### config.mk
export PLATFORM = sky130hd
export DESIGN_NAME = tpu_port_arbiter
export DESIGN_NICKNAME = d
export VERILOG_FILES = /design/src/rtl/tpu_port_arbiter.sv
export SDC_FILE = /design/constraint.sdc
export NUM_CORES = 1
export LEC_CHECK = 0
export BUFFER_PORTS_ARGS = -buffer_cell sky130_fd_sc_hd__buf_2
export CAP_MARGIN = 20
export CORE_AREA = 5 5 171 173
export CTS_CLUSTER_SIZE = 12
export DETAILED_ROUTE_END_ITERATION = 7
export DIE_AREA = 0 0 176 178
export PLACE_DENSITY_LB_ADDON = 0.3
export REMOVE_ABC_BUFFERS = 1
export SLEW_MARGIN = 20
export SYNTH_ARGS = -nofsm -noshare
export SYNTH_HDL_FRONTEND = slang
export SYNTH_SLANG_ARGS = --single-unit
### constraint.sdc
create_clock -name clk -period 1.6 [get_ports clk]
set_input_delay 0.16 -clock clk [delete_from_list [all_inputs] [get_ports clk]]
set_output_delay 0.16 -clock clk [all_outputs]
set_load 0.005 [all_outputs]
### src/rtl/tpu_port_arbiter.sv
// tpu_port_arbiter
// Shares the single tpuv1 register port between two requesters (req0 = host
// MMIO, req1 = batch sequencer). One beat is accepted per cycle, chosen
// round-robin unless a requester holds a burst lock. The accepted beat is
// registered onto the tpu port the next cycle. Read data is returned to the
// issuing requester through a tag pipe matched to the tpu read latency.
//
// Ports
//   clk, rst_n                   clock, async active-low reset
//   reqN_valid/ready             beat handshake (N = 0,1)
//   reqN_we/addr/wdata/lock      beat payload; lock keeps the grant afterwards
//   rspN_valid/data              read response, one-cycle pulse, data held
//   tpu_r_w/addr/data_in         registered drive to tpuv1
//   tpu_data_out                 tpuv1 read data, valid RD_LAT cycles after addr
module tpu_port_arbiter #(
    parameter int AW     = 16,
    parameter int DW     = 64,
    parameter int RD_LAT = 1
) (
    input  logic          clk,
    input  logic          rst_n,
    input  logic          req0_valid,
    output logic          req0_ready,
    input  logic          req0_we,
    input  logic [AW-1:0] req0_addr,
    input  logic [DW-1:0] req0_wdata,
    input  logic          req0_lock,
    input  logic          req1_valid,
    output logic          req1_ready,
    input  logic          req1_we,
    input  logic [AW-1:0] req1_addr,
    input  logic [DW-1:0] req1_wdata,
    input  logic          req1_lock,
    output logic          rsp0_valid,
    output logic [DW-1:0] rsp0_data,
    output logic          rsp1_valid,
    output logic [DW-1:0] rsp1_data,
    output logic          tpu_r_w,
    output logic [AW-1:0] tpu_addr,
    output logic [DW-1:0] tpu_data_in,
    input  logic [DW-1:0] tpu_data_out
);

    logic          rr;        // requester favoured when both are valid
    logic          locked;
    logic          owner;
    logic          gnt0, gnt1, hs, hs_id;
    logic          sel_we, sel_lock;
    logic [AW-1:0] sel_addr;
    logic [DW-1:0] sel_wdata;

    // Read-tag pipe: stage k is visible RD_LAT-k cycles before data is due;
    // stage RD_LAT lines up with tpu_data_out for that beat.
    logic [RD_LAT:0] vld_pipe;
    logic [RD_LAT:0] id_pipe;

    // While locked the non-owner is held off even if the owner idles.
    always_comb begin
        gnt0 = 1'b0;
        gnt1 = 1'b0;
        if (locked) begin
            gnt0 = req0_valid & ~owner;
            gnt1 = req1_valid &  owner;
        end else begin
            gnt0 = req0_valid & (~req1_valid | ~rr);
            gnt1 = req1_valid & (~req0_valid |  rr);
        end
    end

    assign req0_ready = gnt0;
    assign req1_ready = gnt1;
    assign hs         = gnt0 | gnt1;
    assign hs_id      = gnt1;

    assign sel_we    = hs_id ? req1_we    : req0_we;
    assign sel_lock  = hs_id ? req1_lock  : req0_lock;
    assign sel_addr  = hs_id ? req1_addr  : req0_addr;
    assign sel_wdata = hs_id ? req1_wdata : req0_wdata;

    always_ff @(posedge clk or negedge rst_n) begin
        if (!rst_n) begin
            rr          <= 1'b0;
            locked      <= 1'b0;
            owner       <= 1'b0;
            tpu_r_w     <= 1'b0;
            tpu_addr    <= '0;
            tpu_data_in <= '0;
        end else begin
            tpu_r_w <= hs & sel_we;
            if (hs) begin
                tpu_addr <= sel_addr;
                // Data bus only moves for writes; reads leave it untouched.
                if (sel_we)
                    tpu_data_in <= sel_wdata;
                rr     <= ~hs_id;
                // Under lock only the owner can handshake, so a lock=0 beat
                // from it is always the burst's last beat.
                locked <= sel_lock;
                owner  <= hs_id;
            end
        end
    end

    always_ff @(posedge clk or negedge rst_n) begin
        if (!rst_n) begin
            vld_pipe <= '0;
            id_pipe  <= '0;
        end else begin
            vld_pipe[0] <= hs & ~sel_we;
            id_pipe[0]  <= hs_id;
            for (int i = 1; i <= RD_LAT; i++) begin
                vld_pipe[i] <= vld_pipe[i-1];
                id_pipe[i]  <= id_pipe[i-1];
            end
        end
    end

    always_ff @(posedge clk or negedge rst_n) begin
        if (!rst_n) begin
            rsp0_valid <= 1'b0;
            rsp1_valid <= 1'b0;
            rsp0_data  <= '0;
            rsp1_data  <= '0;
        end else begin
            rsp0_valid <= vld_pipe[RD_LAT] & ~id_pipe[RD_LAT];
            rsp1_valid <= vld_pipe[RD_LAT] &  id_pipe[RD_LAT];
            if (vld_pipe[RD_LAT] & ~id_pipe[RD_LAT])
                rsp0_data <= tpu_data_out;
            if (vld_pipe[RD_LAT] & id_pipe[RD_LAT])
                rsp1_data <= tpu_data_out;
        end
    end

endmodule
==> results of run 1 <==
==> path summary, 6_finish.rpt <==
path	startpoint	end	slack, ns	depth (start not counted)
worst max-delay path	locked$_DFFE_PN0P_	req1_ready	-0.25	4
worst min-delay path	req0_we	vld_pipe[0]$_DFF_PN0_	0.10	4
worst max register to register	locked$_DFFE_PN0P_	tpu_data_in[35]$_DFFE_PN0P_	-0.23	7
worst min register to register	vld_pipe[0]$_DFF_PN0_	vld_pipe[1]$_DFF_PN0_	0.36	0
max in group asynchronous	rst_n	tpu_data_in[20]$_DFFE_PN0P_	0.84	3
min in group asynchronous	rst_n	tpu_addr[6]$_DFFE_PN0P_	0.16	2
==> where the power goes <==
group          switching [mW]  leakage [nW]  internal [mW]  total (mW)
Clock                    2.15         0.393           3.31        5.46
Sequential               1.48          2.53           8.32        9.80
Combinational            4.97          4.49           5.82        10.8
==> state kept, by name, summed over array words and instances (netlist names) <==
register and count:
id_pipe 2, locked 1, owner 1, rr 1, rsp0_data 64, rsp0_valid 1
rsp1_data 64, rsp1_valid 1, tpu_addr 16, tpu_data_in 64, tpu_r_w 1, vld_pipe 2
==> synthesized netlist by cell type <==
library cell / number
inv_1: 85
nor2_1: 2
nand3_2: 1
o21ai_2: 1
buf_6: 8
clkbuf_1: 20
and2_1: 1
o22ai_1: 64
a21o_1: 1
buf_4: 1
and3_4: 1
a21oi_1: 17
mux2_2: 128
nand4_1: 1
or3b_4: 1
nor2b_1: 1
nand2_1: 3
o21ai_0: 18
nand2b_1: 1
nor3b_1: 1
mux2i_1: 2
dfrtp_1: 218
a31oi_1: 1
a22oi_1: 17
o21a_1: 1
buf_2: 10
nand3b_1: 1
and3_1: 2
buf_1: 1
a31oi_4: 1
a21oi_2: 49
==> final cells by class <==
class,instances,area share [%]
tap,346,2.86
antenna,1,0.0165
multi-input combinational,316,18.8
clock inverter,5,0.331
inverter,85,2.11
timing repair buffer,742,35.0
sequential,218,36.0
clock buffer,36,4.87
==> cells by family (layout without fill, tap and decap cells) <==
kind of cell	count (synthesis)	count (layout)	share of synthesized area, %
AOI/OAI and AO/OA	170	170	13.5
DFF	218	218	62.3
other	0	1	0
buffers and inverters	125	868	6.23
muxes	130	130	16.7
and+or+nand+nor	16	16	1.19
==> layer usage <==
metal	part of all wire, %	wire, microns	vias up
li1	-	-	3763
met1	36	12100	3974
met2	48	16100	489
met3	10	3360	112
met4	5.3	1750	0
met5	0	0	-
==> what timing repair did <==
action                                 in CTS  in global routing
endpoints found under the hold margin     412                  0
gates cloned                                0                  2
hold buffers                              229                  0
setup endpoints to repair                  59                 83
resized for setup                          19                 12
buffers inserted                            7                  2
pin swaps                                   2                  2
==> metrics by stage <==
step	setup TNS [ns]	setup slack (ns)	util [%]	std cells
after detailed placement	-4.86	-0.112	43.2	1469
final	-12.82	-0.251	55.1	1749
after floorplan	-318.02	-2.23	-	619
after global placement	-3.95	-0.0934	43.2	1469
after CTS	-11.62	-0.276	54.8	1746
after global routing	-17.13	-0.307	55.1	1749
==> worst min-delay path, stage by stage <==
cell     delay, ns
buf_2         0.10
inv_1         0.06
a31oi_4       0.18
nor3b_1       0.07
==> run summary, run 1 <==
number of global-route vias before repair: 8993
leakage: 7.42 nW
element type at the critical path start: flop
initial antenna violation count: 1
Routed WL: 33300 microns
Worst Setup End Kind: primary output
worst skew pair latency: 0.51 ns
grt peak-use layer: met2
All-Layer GR Usage: 20.1%
met1 Use GR: 23.2%
Cell variety after synth: 31
area share of the largest cell type after synthesis: 62.3%
crit-path cells: or3b_4 -> and3_4 -> buf_12 -> buf_6
most frequent cells in the layout: 441 x buf_2, 229 x dlygate4sd3_1, 218 x dfrtp_1
total CTS buffers: 24
worst-path maximum fanout: 2
Post-DRT Antenna Nets: 0
family with the most delay on the worst path: simple AND/OR/NAND/NOR gates
Final Max Tran Viols: 0
crit path kind: flop to primary output
via count: 8338
unrepaired setup endpoints after global routing: yes
CTS Root Cell: clkbuf_16
Hold WS: 0.101 ns
first-pass GRT wire length: 50200 microns
Max Clock Skew: 0.00938 ns
Via density: 4.77
cell area after synthesis: 0.00875 sq mm
clk slew on worst S/H paths: 0.06 ns
Highest Clock Rate: 0.540 GHz
# port buffers: 444
failing checks: negative setup slack
worst relative slew slack: 67.3%
Bufs and invs on worst path: 2
pwr dens: 1720 mW/mm^2
DRC Markers: 0
DRC marker count from the first detailed-route iteration: 375
period utilization: 116%
maximum capacitance violations: 0
TritonCTS clock tree: done
maximum number of pins on one net before global-route repair: 58
core area: 0.0275 sq mm
Multi-input gate area: 0.00285 sq mm
Avg Cell Area, Syn: 13.3 sq um
total power: 26.1 mW
Die ar.: 0.0313 sq mm
Area contributors post-synth: dfrtp_1 62%, mux2_2 16%, a21oi_2 4.9%, o22ai_1 4.6%, inv_1 3.6%
GRT met2 Usage: 34.8%
Fill cells: 2250
Critical Path AT: 1.69 ns
# setup viols final: 79
Tightest Pin Transition: 0.491 ns
overflow left after global routing: 0
dpl cell area: 0.0119 sq mm
Layout Nets: 1619
met3 GRT Util: 5.64%
Clock Path Buffers: 3
leading cell type in the layout, fill and taps excluded: buf_2
H-tree depth: 1
Seq/Total Area, Yosys: 62.3%
GPL Wtd Cong: 0.820
Area growth syn-to-layout: 73.1%
Die Wd: 176 microns
Rows: 61
CP max stage cell: dfrtp_1
DP Wirelength: 21700 microns
layout cells sized above 1: 53.5%
Top Ports: 445
CP required: 1.44 ns
Seq cells post-synth: 218
Final WS setup: -0.251 ns
Die Height: 178 microns
WL/cell: 19.1 microns
fin area: 0.0151 sq mm
Initial DRT Pass Iterations: 4
synthesized instance count: 659
leading area contributor after synthesis: dfrtp_1
min Tclk post-route: 1.85 ns
yosys synthesis warning count: 0
endpoints failing hold: 0
Min-Delay Path Class: input port to flop
status: finished with violations
area taken by flip-flops and latches: 0.00546 sq mm
Initial Util: 31.8%
Worst path max stage delay: 0.39 ns
Max VDD drop: 0.754 mV
clock sinks: 218
No activity file was read; power rests on OpenSTA's default activity.
==> inputs of run 2 (changes only) <==
--- a/config.mk
+++ b/config.mk
@@ -7,10 +7,10 @@
 export LEC_CHECK = 0
 export BUFFER_PORTS_ARGS = -buffer_cell sky130_fd_sc_hd__buf_2
 export CAP_MARGIN = 20
-export CORE_AREA = 5 5 171 173
+export CORE_AREA = 5 5 168 170
 export CTS_CLUSTER_SIZE = 12
 export DETAILED_ROUTE_END_ITERATION = 7
-export DIE_AREA = 0 0 176 178
+export DIE_AREA = 0 0 173 175
 export PLACE_DENSITY_LB_ADDON = 0.3
 export REMOVE_ABC_BUFFERS = 1
 export SLEW_MARGIN = 20
==> constraint.sdc (replaced) <==
create_clock -name clk -period 2.4 [get_ports clk]
set_input_delay 0.12 -clock clk [delete_from_list [all_inputs] [get_ports clk]]
set_output_delay 0.12 -clock clk [all_outputs]
set_load 0.005 [all_outputs]
==> run 2 against run 1 <==
Effect of this change: the run now ends clean; sequential share of layout area grew 1.4 points; register-to-register slack gained 0.34 ns; final area shrank 3.9%; non-clock buffer count shrank 46; power shrank 35%; global-route usage shrank 1.3 points; final cell count shrank 2.8%; utilization shrank 0.33 points.
==> run summary, run 2 (synthesized netlist as in run 1, its figures left out) <==
Top Ports: 445
TritonCTS clock tree: done
Layout Nets: 1573
unrepaired setup endpoints after global routing: no
Regs by FF count: rsp0_data: 64 flops, rsp1_data: 64 flops, tpu_data_in: 64 flops
All-Layer GR Usage: 18.8%
via count: 7932
Worst R2R Start: locked$_DFFE_PN0P_
most frequent cells in the layout: 443 x buf_2, 229 x dlygate4sd3_1, 218 x dfrtp_1
leading cell type in the layout, fill and taps excluded: buf_2
Post-DRT Antenna Nets: 0
Max VDD drop: 0.508 mV
clk slew on worst S/H paths: 0.06 ns
Critical Path AT: 2.71 ns
H-tree depth: 1
GPL Wtd Cong: 0.805
Final WS setup: 0.106 ns
core area: 0.0266 sq mm
layout cells sized above 1: 50.5%
Die Height: 175 microns
DRC marker count from the first detailed-route iteration: 297
pwr dens: 1170 mW/mm^2
Max Clock Skew: 0.00965 ns
Die Wd: 173 microns
element type at the critical path start: flop
Via density: 4.67
maximum capacitance violations: 0
pre-CTS WS: 0.330 ns
Layout Utilization: 54.8%
total CTS buffers: 24
crit path from: locked$_DFFE_PN0P_
overflow left after global routing: 0
crit path kind: flop to flop
Worst Setup End Kind: flop
WL/cell: 17.4 microns
clock sinks: 218
period utilization: 95.6%
Routed WL: 29600 microns
Hold WS: 0.0718 ns
Area growth syn-to-layout: 66.4%
Rows: 60
min Tclk post-route: 2.29 ns
Min-Delay Path Class: input port to flop
leakage: 7.23 nW
worst relative slew slack: 56.2%
Hold Crit Start: req0_we
Die ar.: 0.0303 sq mm
Final Max Tran Viols: 0
CTS Root Cell: clkbuf_16
# setup viols final: 0
Initial Util: 32.9%
CP required: 2.82 ns
first-pass GRT wire length: 47100 microns
status: completed
Highest Clock Rate: 0.436 GHz
endpoints failing hold: 0
Clock Path Buffers: 3
Setup Buffers After CTS: 0
number of global-route vias before repair: 8593
DP Wirelength: 19600 microns
# port buffers: 444
DRC Markers: 0
final non-filler cell total: 1700
initial antenna violation count: 0
maximum number of pins on one net before global-route repair: 73
worst skew pair latency: 0.51 ns
worst-path maximum fanout: 64
DP Cell Count: 1427
Initial DRT Pass Iterations: 4
n_diodes: 0
Tightest Pin Transition: 0.657 ns
-- run 2: cell types whose count changed in the layout (fill, tap and decap cells not counted), moves of 6 or more --
cell,previous run,this run
buf_12,16,9
o21ai_1,10,0
a22oi_2,8,0
buf_4,49,13
a22oi_1,9,17
o21ai_0,7,18
clkbuf_1,4,10
-- run 2: worst max-delay path, stage by stage, from the launching register on --
cell	delay (ns)
dfrtp_1	0.45
or3b_4	0.47
nand3_2	0.10
buf_12	0.26
o22ai_1	0.12
dlygate4sd3_1	0.59
a21oi_1	0.16
-- run 2: layer usage --
metal | vias up | global-route usage, % | part of all wire [%]
met1 | 3813 | 22.7 | 40
li1 | 3670 | - | -
met5 | - | 0 | 0
met2 | 384 | 33.3 | 50
met4 | 0 | 5.42 | 2.8
met3 | 65 | 4.89 | 7.9
-- run 2: cell type report --
cell class,count,area (sq um)
Fill cell,2153,12000
Sequential cell,218,5460
Timing Repair Buffer,696,4810
Multi-Input combinational cell,316,2770
Clock buffer,42,759
Tap cell,341,427
Inverter,85,319
Clock inverter,2,13.8
-- run 2: report_power, final --
group	switching (mW)	internal [mW]	total (mW)	leakage, nW
registers	0.951	5.55	6.50	2.53
logic	3.13	3.80	6.93	4.32
clock network	1.45	2.13	3.58	0.379
total	5.53	11.5	17.0	7.23
-- run 2: worst paths after layout --
path                                              end  slack [ns]  cells past startpoint
max                        tpu_data_in[5]$_DFFE_PN0P_        0.11                      6
min                             vld_pipe[0]$_DFF_PN0_        0.07                      4
max reg2reg                tpu_data_in[5]$_DFFE_PN0P_        0.11                      6
min reg2reg                      id_pipe[1]$_DFF_PN0_        0.36                      0
max in group asynchronous   rsp1_data[48]$_DFFE_PN0P_        1.47                      3
min in group asynchronous   rsp0_data[41]$_DFFE_PN0P_        0.15                      2
-- run 2: metrics by stage --
| step | area (sq um) | total power [mW] | TNS [ns] |
|---|---|---|---|
| finish | 14600 | 17.0 | 0 |
| global route | 14600 | 18.1 | 0 |
| CTS | 14600 | 17.1 | 0 |
| detailed placement | 11500 | 12.8 | 0 |
| global placement | 11500 | 12.7 | 0 |
| floorplan | 8520 | 9.53 | -167.99 |
-- run 2: what timing repair did --
action | 4_1_cts | 5_1_grt
endpoints found under the hold margin | 299 | 0
resized for setup | 0 | 3
setup endpoints to repair | 0 | 71
hold buffers | 229 | 0
